<file path="config.mk">
export PLATFORM = sky130hd
export DESIGN_NAME = wb_master_core
export DESIGN_NICKNAME = d
export VERILOG_FILES = /design/src/rtl/wb_master_pkg.sv /design/src/rtl/wb_master_core.sv
export SDC_FILE = /design/constraint.sdc
export NUM_CORES = 1
export LEC_CHECK = 0
export ABC_CLOCK_PERIOD_IN_PS = 2250
export CAP_MARGIN = 5
export CORE_MARGIN = 5
export CORE_UTILIZATION = 39
export DETAILED_ROUTE_END_ITERATION = 10
export PLACE_DENSITY = 0.8
export SKIP_LAST_GASP = 1
export SYNTH_ARGS = -nofsm -noshare
export SYNTH_HDL_FRONTEND = slang
export SYNTH_SLANG_ARGS = --single-unit
</file>
<file path="constraint.sdc">
create_clock -name clk_i -period 2.25 [get_ports clk_i]
set_clock_uncertainty 0.15 [all_clocks]
set_input_delay 0.3375 -clock clk_i [delete_from_list [all_inputs] [get_ports clk_i]]
set_output_delay 0.3375 -clock clk_i [all_outputs]
set_load 0.02 [all_outputs]
</file>
<file path="src/rtl/wb_master_pkg.sv">
// Shared widths, FSM state encoding and command/response bundles for the
// wishbone pipelined master.
package wb_master_pkg;

  localparam int ADDR_WIDTH = 16;
  localparam int DATA_WIDTH = 32;
  localparam int GRANULE    = 8;
  localparam int SEL_WIDTH  = DATA_WIDTH / GRANULE;

  typedef enum logic [1:0] {
    IDLE = 2'd0,
    REQ  = 2'd1,
    WAIT = 2'd2,
    RSP  = 2'd3
  } state_t;

  typedef struct packed {
    logic                  we;
    logic [ADDR_WIDTH-1:0] adr;
    logic [DATA_WIDTH-1:0] dat;
    logic [SEL_WIDTH-1:0]  sel;
  } cmd_t;

  typedef struct packed {
    logic [DATA_WIDTH-1:0] dat;
    logic                  err;
    logic                  tmo;
  } rsp_t;

endpackage

</file>
<file path="src/rtl/wb_master_core.sv">
// Wishbone B4 pipelined initiator, one outstanding single-beat transfer.
// Define WB_TIMEOUT_EN to abort cycles that get no ack/err within TIMEOUT cycles.
module wb_master_core
  import wb_master_pkg::*;
#(
  parameter int TIMEOUT = 255
) (
  input  logic                  clk_i,
  input  logic                  rst_i,
  input  logic                  cmd_valid_i,
  output logic                  cmd_ready_o,
  input  logic                  cmd_we_i,
  input  logic [ADDR_WIDTH-1:0] cmd_adr_i,
  input  logic [DATA_WIDTH-1:0] cmd_dat_i,
  input  logic [SEL_WIDTH-1:0]  cmd_sel_i,
  output logic                  rsp_valid_o,
  input  logic                  rsp_ready_i,
  output logic [DATA_WIDTH-1:0] rsp_dat_o,
  output logic                  rsp_err_o,
  output logic                  rsp_tmo_o,
  output logic                  cyc_o,
  output logic                  stb_o,
  output logic                  we_o,
  output logic [ADDR_WIDTH-1:0] adr_o,
  output logic [DATA_WIDTH-1:0] dat_o,
  output logic [SEL_WIDTH-1:0]  sel_o,
  input  logic [DATA_WIDTH-1:0] dat_i,
  input  logic                  ack_i,
  input  logic                  err_i,
  input  logic                  stall_i
);

  state_t state_q, state_d;
  cmd_t   cmd_q, cmd_d;
  rsp_t   rsp_q, rsp_d;
  logic   cyc_q, cyc_d;
  logic   stb_q, stb_d;
  logic   rsp_valid_q, rsp_valid_d;
  logic   cmd_ready_q, cmd_ready_d;
  logic   accept;

  assign accept = (state_q == IDLE) && cmd_valid_i && cmd_ready_q;

`ifdef WB_TIMEOUT_EN
  localparam int CNT_W = $clog2(TIMEOUT + 1);
  logic [CNT_W-1:0] cnt_q;
  logic             tmo_hit;

  assign tmo_hit = (cnt_q == CNT_W'(TIMEOUT - 1));

  always_ff @(posedge clk_i) begin
    if (rst_i) begin
      cnt_q <= '0;
    end else if (accept) begin
      cnt_q <= '0;
    end else if (state_q == REQ || state_q == WAIT) begin
      cnt_q <= cnt_q + CNT_W'(1);
    end
  end
`endif

  always_ff @(posedge clk_i) begin
    if (rst_i) begin
      state_q     <= IDLE;
      cmd_q       <= '0;
      rsp_q       <= '0;
      cyc_q       <= 1'b0;
      stb_q       <= 1'b0;
      rsp_valid_q <= 1'b0;
      cmd_ready_q <= 1'b0;
    end else begin
      state_q     <= state_d;
      cmd_q       <= cmd_d;
      rsp_q       <= rsp_d;
      cyc_q       <= cyc_d;
      stb_q       <= stb_d;
      rsp_valid_q <= rsp_valid_d;
      cmd_ready_q <= cmd_ready_d;
    end
  end

  // Every output is a flop, so this block computes next values, not outputs.
  always_comb begin
    state_d     = state_q;
    cmd_d       = cmd_q;
    rsp_d       = rsp_q;
    cyc_d       = cyc_q;
    stb_d       = stb_q;
    rsp_valid_d = rsp_valid_q;
    cmd_ready_d = cmd_ready_q;
    case (state_q)
      IDLE: begin
        cmd_ready_d = 1'b1;
        if (accept) begin
          cmd_d.we    = cmd_we_i;
          cmd_d.adr   = cmd_adr_i;
          cmd_d.dat   = cmd_we_i ? cmd_dat_i : '0;
          cmd_d.sel   = cmd_sel_i;
          cyc_d       = 1'b1;
          stb_d       = 1'b1;
          cmd_ready_d = 1'b0;
          state_d     = REQ;
        end
      end
      REQ: begin
`ifdef WB_TIMEOUT_EN
        if (tmo_hit) begin
          cyc_d       = 1'b0;
          stb_d       = 1'b0;
          rsp_d.dat   = '0;
          rsp_d.err   = 1'b1;
          rsp_d.tmo   = 1'b1;
          rsp_valid_d = 1'b1;
          state_d     = RSP;
        end else
`endif
        if (!stall_i) begin
          stb_d   = 1'b0;
          state_d = WAIT;
        end
      end
      WAIT: begin
        // err wins over a simultaneous ack
        if (ack_i || err_i) begin
          rsp_d.dat   = (err_i || cmd_q.we) ? '0 : dat_i;
          rsp_d.err   = err_i;
          rsp_d.tmo   = 1'b0;
          cyc_d       = 1'b0;
          rsp_valid_d = 1'b1;
          state_d     = RSP;
        end
`ifdef WB_TIMEOUT_EN
        else if (tmo_hit) begin
          cyc_d       = 1'b0;
          stb_d       = 1'b0;
          rsp_d.dat   = '0;
          rsp_d.err   = 1'b1;
          rsp_d.tmo   = 1'b1;
          rsp_valid_d = 1'b1;
          state_d     = RSP;
        end
`endif
      end
      RSP: begin
        if (rsp_ready_i) begin
          rsp_valid_d = 1'b0;
          cmd_ready_d = 1'b1;
          state_d     = IDLE;
        end
      end
      default: state_d = IDLE;
    endcase
  end

  assign cmd_ready_o = cmd_ready_q;
  assign rsp_valid_o = rsp_valid_q;
  assign rsp_dat_o   = rsp_q.dat;
  assign rsp_err_o   = rsp_q.err;
  assign rsp_tmo_o   = rsp_q.tmo;
  assign cyc_o       = cyc_q;
  assign stb_o       = stb_q;
  assign we_o        = cmd_q.we;
  assign adr_o       = cmd_q.adr;
  assign dat_o       = cmd_q.dat;
  assign sel_o       = cmd_q.sel;

endmodule

</file>
== Word-level counts from Yosys, hierarchy flattened ==
Index checks and enable logic that the tools add are counted.

* Add/subtract/negate cells: 0
* Order comparisons: 0
* Multiplexer cells: 18
* Div/mod/pow operators: 0
* Bitwise operators: 0
* Multipliers: 0
* Equality and inequality tests: 7
* Reduce and logical (&&, ||, !) cells: 16
* Shift-type cells: 0

{| class="wikitable"
|+ Operator list
! cell !! count
|-
| two-way mux 32 bit || 2
|-
| AND reduction 3 bit || 3
|-
| two-way mux 2 bit || 4
|-
| != test 2 bit (second input constant) || 4
|-
| one-hot mux 1 bit (2 select lines) || 4
|-
| one-hot mux 2 bit (4 select lines) || 1
|-
| nonzero test 2 bit || 4
|-
| two-way mux 1 bit || 7
|-
| AND reduction 2 bit || 3
|-
| == test 2 bit (second input constant) || 2
|-
| AND reduction 4 bit || 1
|-
| == test 2 x 1 -> 1 bit (second input constant) || 1
|-
| logical AND 1 bit || 2
|-
| zero test 2 bit || 1
|-
| logical OR 1 bit || 2
|}

* Bits in read-only memories: 0
* Input port bits: 92
* Memories kept: 0
* Bits in registers: 92
* Bits in writable memories: 0
* Bits in latches: 0
* Logic and storage cells: 52
* Output and inout port bits: 91

== Depth between registers and ports, before layout ==
* Depth after elaboration: 5
* Mapped depth: 7
* Gate-level depth less buffers: 5

== Worst setup path before layout ==
No wires, ideal clock.

* Path kind: register -> register
* From: register state_q[0]
* To: register state_q[1]
* Slack: 0.648 ns
* Setup time: 0.072 ns
* Required time: 2.028 ns
* Data arrival time: 1.380 ns
* Clock period less this slack: 1.602 ns
* Cell stages (with the launch flop): 6
* Buffers on the path: 0
* Cell sequence: dfxtp_1 inv_1 ha_1 nor3b_1 nor4_1 mux2i_1

* Cells in the longest elaborated chain, start to end: 5
* Elaborated cells between the ends (all ways): 12
* Those cells by class: eq/ne (7); mux (1); reduce/logical (4)

{| class="wikitable"
|+ RTL lines
! element !! RTL line !! text
|-
| start, declared || wb_master_core.sv:33 || <nowiki>state_t state_q, state_d;</nowiki>
|-
| start signal, assigned || wb_master_core.sv:72 || <nowiki>state_q <= state_d;</nowiki>
|-
| zero test 2 bit || wb_master_core.sv:42, wb_master_core.sv:91 ||
|-
| logical AND 1 bit (2 in a row) || wb_master_core.sv:42 || <nowiki>assign accept = (state_q == IDLE) && cmd_valid_i && cmd_ready_q;</nowiki>
|-
| != test 2 bit (no line) || -- ||
|-
| AND reduction 4 bit (no line) || -- ||
|}

Several ways; a longest one is shown, not always the timed one.
A chain may end at the register's enable or synchronous reset.

== Final worst setup path ==
* From: register cmd_ready_q, in the netlist cmd_ready_o
* To: output port cmd_ready_o

{| class="wikitable"
|+ RTL lines
! element !! RTL line !! text
|-
| start, declared || wb_master_core.sv:39 || <nowiki>logic cmd_ready_q, cmd_ready_d;</nowiki>
|-
| start signal, assigned || wb_master_core.sv:78 || <nowiki>cmd_ready_q <= cmd_ready_d;</nowiki>
|-
| end, declared || wb_master_core.sv:11 || <nowiki>output logic cmd_ready_o,</nowiki>
|}

No word-level cell between the ends.

==> results.sh <==
export IMPL_vias=3553
export IMPL_hold_slack_ps=148
export IMPL_worstPathMaxFanout=8
export IMPL_drtIter0Drc=106
export IMPL_dieArea_sq_um=10900
export IMPL_yosys_warnings=0
export IMPL_powerDensity_nw_per_um2=840
export IMPL_hold_path_class="in -> reg"
export IMPL_nets=688
export IMPL_setup_ws_ps=300
export IMPL_finalSetupTns_ps=0
export IMPL_ant_nets=0
export IMPL_setup_viol=0
export IMPL_drt_total_wl_mm=10.6
export IMPL_crit_path_max_incr_delay_ps=670
export IMPL_arrival_ps=1460
export IMPL_path_cells="clkdlybuf4s50_1"
export IMPL_final_cell_mix="clkdlybuf4s50_1, nand2_1, dfxtp_1"
export IMPL_path_class="reg -> out"
export IMPL_cts_setup_buffers=0
export IMPL_post_cts_resized=0
export IMPL_cp_start_kind="flop"
export IMPL_layout_commonest_cell="clkdlybuf4s50_1"
export IMPL_placement_io_buffers=181
export IMPL_slew_violations=0
export IMPL_hold_viol=0
export IMPL_synth_seq_cells=92
export IMPL_outcome="finished, final reports clean"
export IMPL_placedCellCount=688
export IMPL_gp_congestion=0.778
export IMPL_r2r_start="state_q[0]$_SDFFE_PP0P_"
export IMPL_grt_first_pass_wirelength_mm=17.4
export IMPL_grt_remaining_overflow=0
export IMPL_endpoint_kind="output port"
export IMPL_cts_max_level=3
export IMPL_seq_area_sq_um=1840
export IMPL_grt_antenna_before_repair=0
export IMPL_start_util=0.399
export IMPL_cts_max_path_buffers=2
export IMPL_timing_rr_end="state_q[1]$_SDFFE_PP0P_"
export IMPL_num_antenna_cells=0
export IMPL_grt_max_degree=63
export IMPL_max_freq_ghz=0.513
export IMPL_synth_cell_types=33
export IMPL_whs_endpoint="rsp_valid_o$_SDFFE_PP0P_"
export IMPL_dr_pass1_iters=4
export IMPL_hold_path_depth=2
export IMPL_p_leak_uw=0.00187
export IMPL_max_cap_violations=0
export IMPL_ys_flop_type="dfxtp_1"
export IMPL_seq_area_frac_synth=0.529
export IMPL_drive_gt1_frac=0.0453
export IMPL_die_h_um=104
export IMPL_drc=0
export IMPL_fill_cells=753
export IMPL_rows=34
export IMPL_grt_pass1_vias=3571
export IMPL_crit_buf_inv=1
export IMPL_rsz0062_at_grt="false"
export IMPL_grt_usage=0.189
export IMPL_reg2reg_setup_slack_ps=410
export IMPL_syn_num_nets=524
export IMPL_place_ws_ps=306
export IMPL_ir_drop_mv=0.370
export IMPL_cts_tree="yes"
export IMPL_ctsRootBufferMaster="clkbuf_8"
export IMPL_multiInputGateArea_sq_um=1440
export IMPL_die_x_um=104
export IMPL_dp_hpwl_mm=7.71
export IMPL_rr_worst_depth=5
export IMPL_hold_buffers=0
export IMPL_cts_sinks=92
export IMPL_critPathSlowestCell="clkdlybuf4s50_1"
export IMPL_avgViaCountPerCell=5.05
export IMPL_numCtsBuffers=9
export IMPL_synth_edf_count=0
export IMPL_crit_family="buffers and inverters"
export IMPL_clk_latency_ps=330
export IMPL_required_ps=1760
export IMPL_io_pin_count=183
export IMPL_synthCells=427
export IMPL_area_growth_syn_to_layout_pct=59.2
export IMPL_routedWlPerCell_um=15.1
export IMPL_synth_async_reset_ratio=0
export IMPL_clkTransAtPathRegs_ps=90
export IMPL_post_route_min_period_ps=1950
export IMPL_period_share=0.867
export IMPL_syn_area_sq_um=3480
export IMPL_syn_avg_cell_area_sq_um=8.15
export IMPL_core_sq_um=8720
export IMPL_stdcell_count=704
export IMPL_min_from="rst_i"
[worst reg2reg max path: stages, from the launching register on]
cell and delay, ps:
dfxtp_1 380, inv_1 110, ha_1 300, nor3b_1 190
nor4_1 390, mux2i_1 250
[sequential cells by signal, summed over array words and instances (netlist names)]
register     flops
dat_o           32
rsp_dat_o       32
adr_o           16
sel_o            4
state_q          2
cmd_ready_o      1
cyc_o            1
rsp_err_o        1
rsp_valid_o      1
stb_o            1
we_o             1
[layout make-up]
cell class | instances | share of cell area
multi-input combinational | 296 | 0.259
sequential | 92 | 0.333
tap | 108 | 0.0244
inverter | 3 | 0.00203
timing repair buffer | 189 | 0.348
clock buffer | 12 | 0.0244
clock inverter | 4 | 0.00904
[how the worst max path moves through the flow]
stage                                    endpoint                     start  cells past startpoint
after floorplan           state_q[1]$_SDFFE_PP0P_   state_q[0]$_SDFFE_PP0P_                      5
after global placement    state_q[1]$_SDFFE_PP0P_                     err_i                      4
after detailed placement    dat_o[2]$_SDFFE_PP0P_               cmd_valid_i                      5
after CTS                             cmd_ready_o  cmd_ready_o$_SDFFE_PP0P_                      1
after global routing                  cmd_ready_o  cmd_ready_o$_SDFFE_PP0P_                      1
final                                 cmd_ready_o  cmd_ready_o$_SDFFE_PP0P_                      1
[power breakdown]
group / internal (uW) / total, uW / switching (uW)
Clock: 514 / 1060 / 549
Sequential: 1820 / 1940 / 121
Combinational: 752 / 1650 / 898
[cells by family (layout without fill, tap and decap cells)]
group,after synthesis,in the layout,share of synthesized area
flops,92,92,0.529
mux,2,2,0.00611
compound gates,99,99,0.150
simple gates,189,189,0.236
fa+ha+maj,5,5,0.0180
other cells,1,1,0.00108
buf+inv,39,208,0.0604
[synth_stat cells, types with 2 or more instances]
| cell | count | area, sq um |
|---|---|---|
| nand2_1 | 109 | 409 |
| buf_6 | 4 | 45.0 |
| nand3_1 | 67 | 335 |
| o21ai_0 | 3 | 15.0 |
| nand2b_1 | 2 | 12.5 |
| dfxtp_1 | 92 | 1840 |
| buf_2 | 12 | 60.1 |
| nor2_1 | 4 | 15.0 |
| a21oi_1 | 88 | 440 |
| inv_1 | 3 | 11.3 |
| ha_1 | 5 | 62.6 |
| buf_4 | 4 | 30.0 |
| clkbuf_1 | 14 | 52.6 |
[per-stage QoR]
| stage | utilization | area (sq um) | total power (uW) |
|---|---|---|---|
| 6_report | 0.635 | 5540 | 4650 |
| 5_1_grt | 0.635 | 5540 | 4950 |
| 4_1_cts | 0.635 | 5540 | 4710 |
| 3_5_place_dp | 0.614 | 5350 | 3630 |
| 3_3_place_gp | 0.614 | 5350 | 3590 |
| 2_1_floorplan | - | 3480 | 2920 |
[metal layers]
metal,up-vias,track usage,wire [um]
met3,4,0.0950,1220
met1,1646,0.210,4140
met4,0,0.0435,54
met5,-,0,0
li1,1761,-,-
met2,142,0.321,5220
No activity file was read; power rests on OpenSTA's default activity.
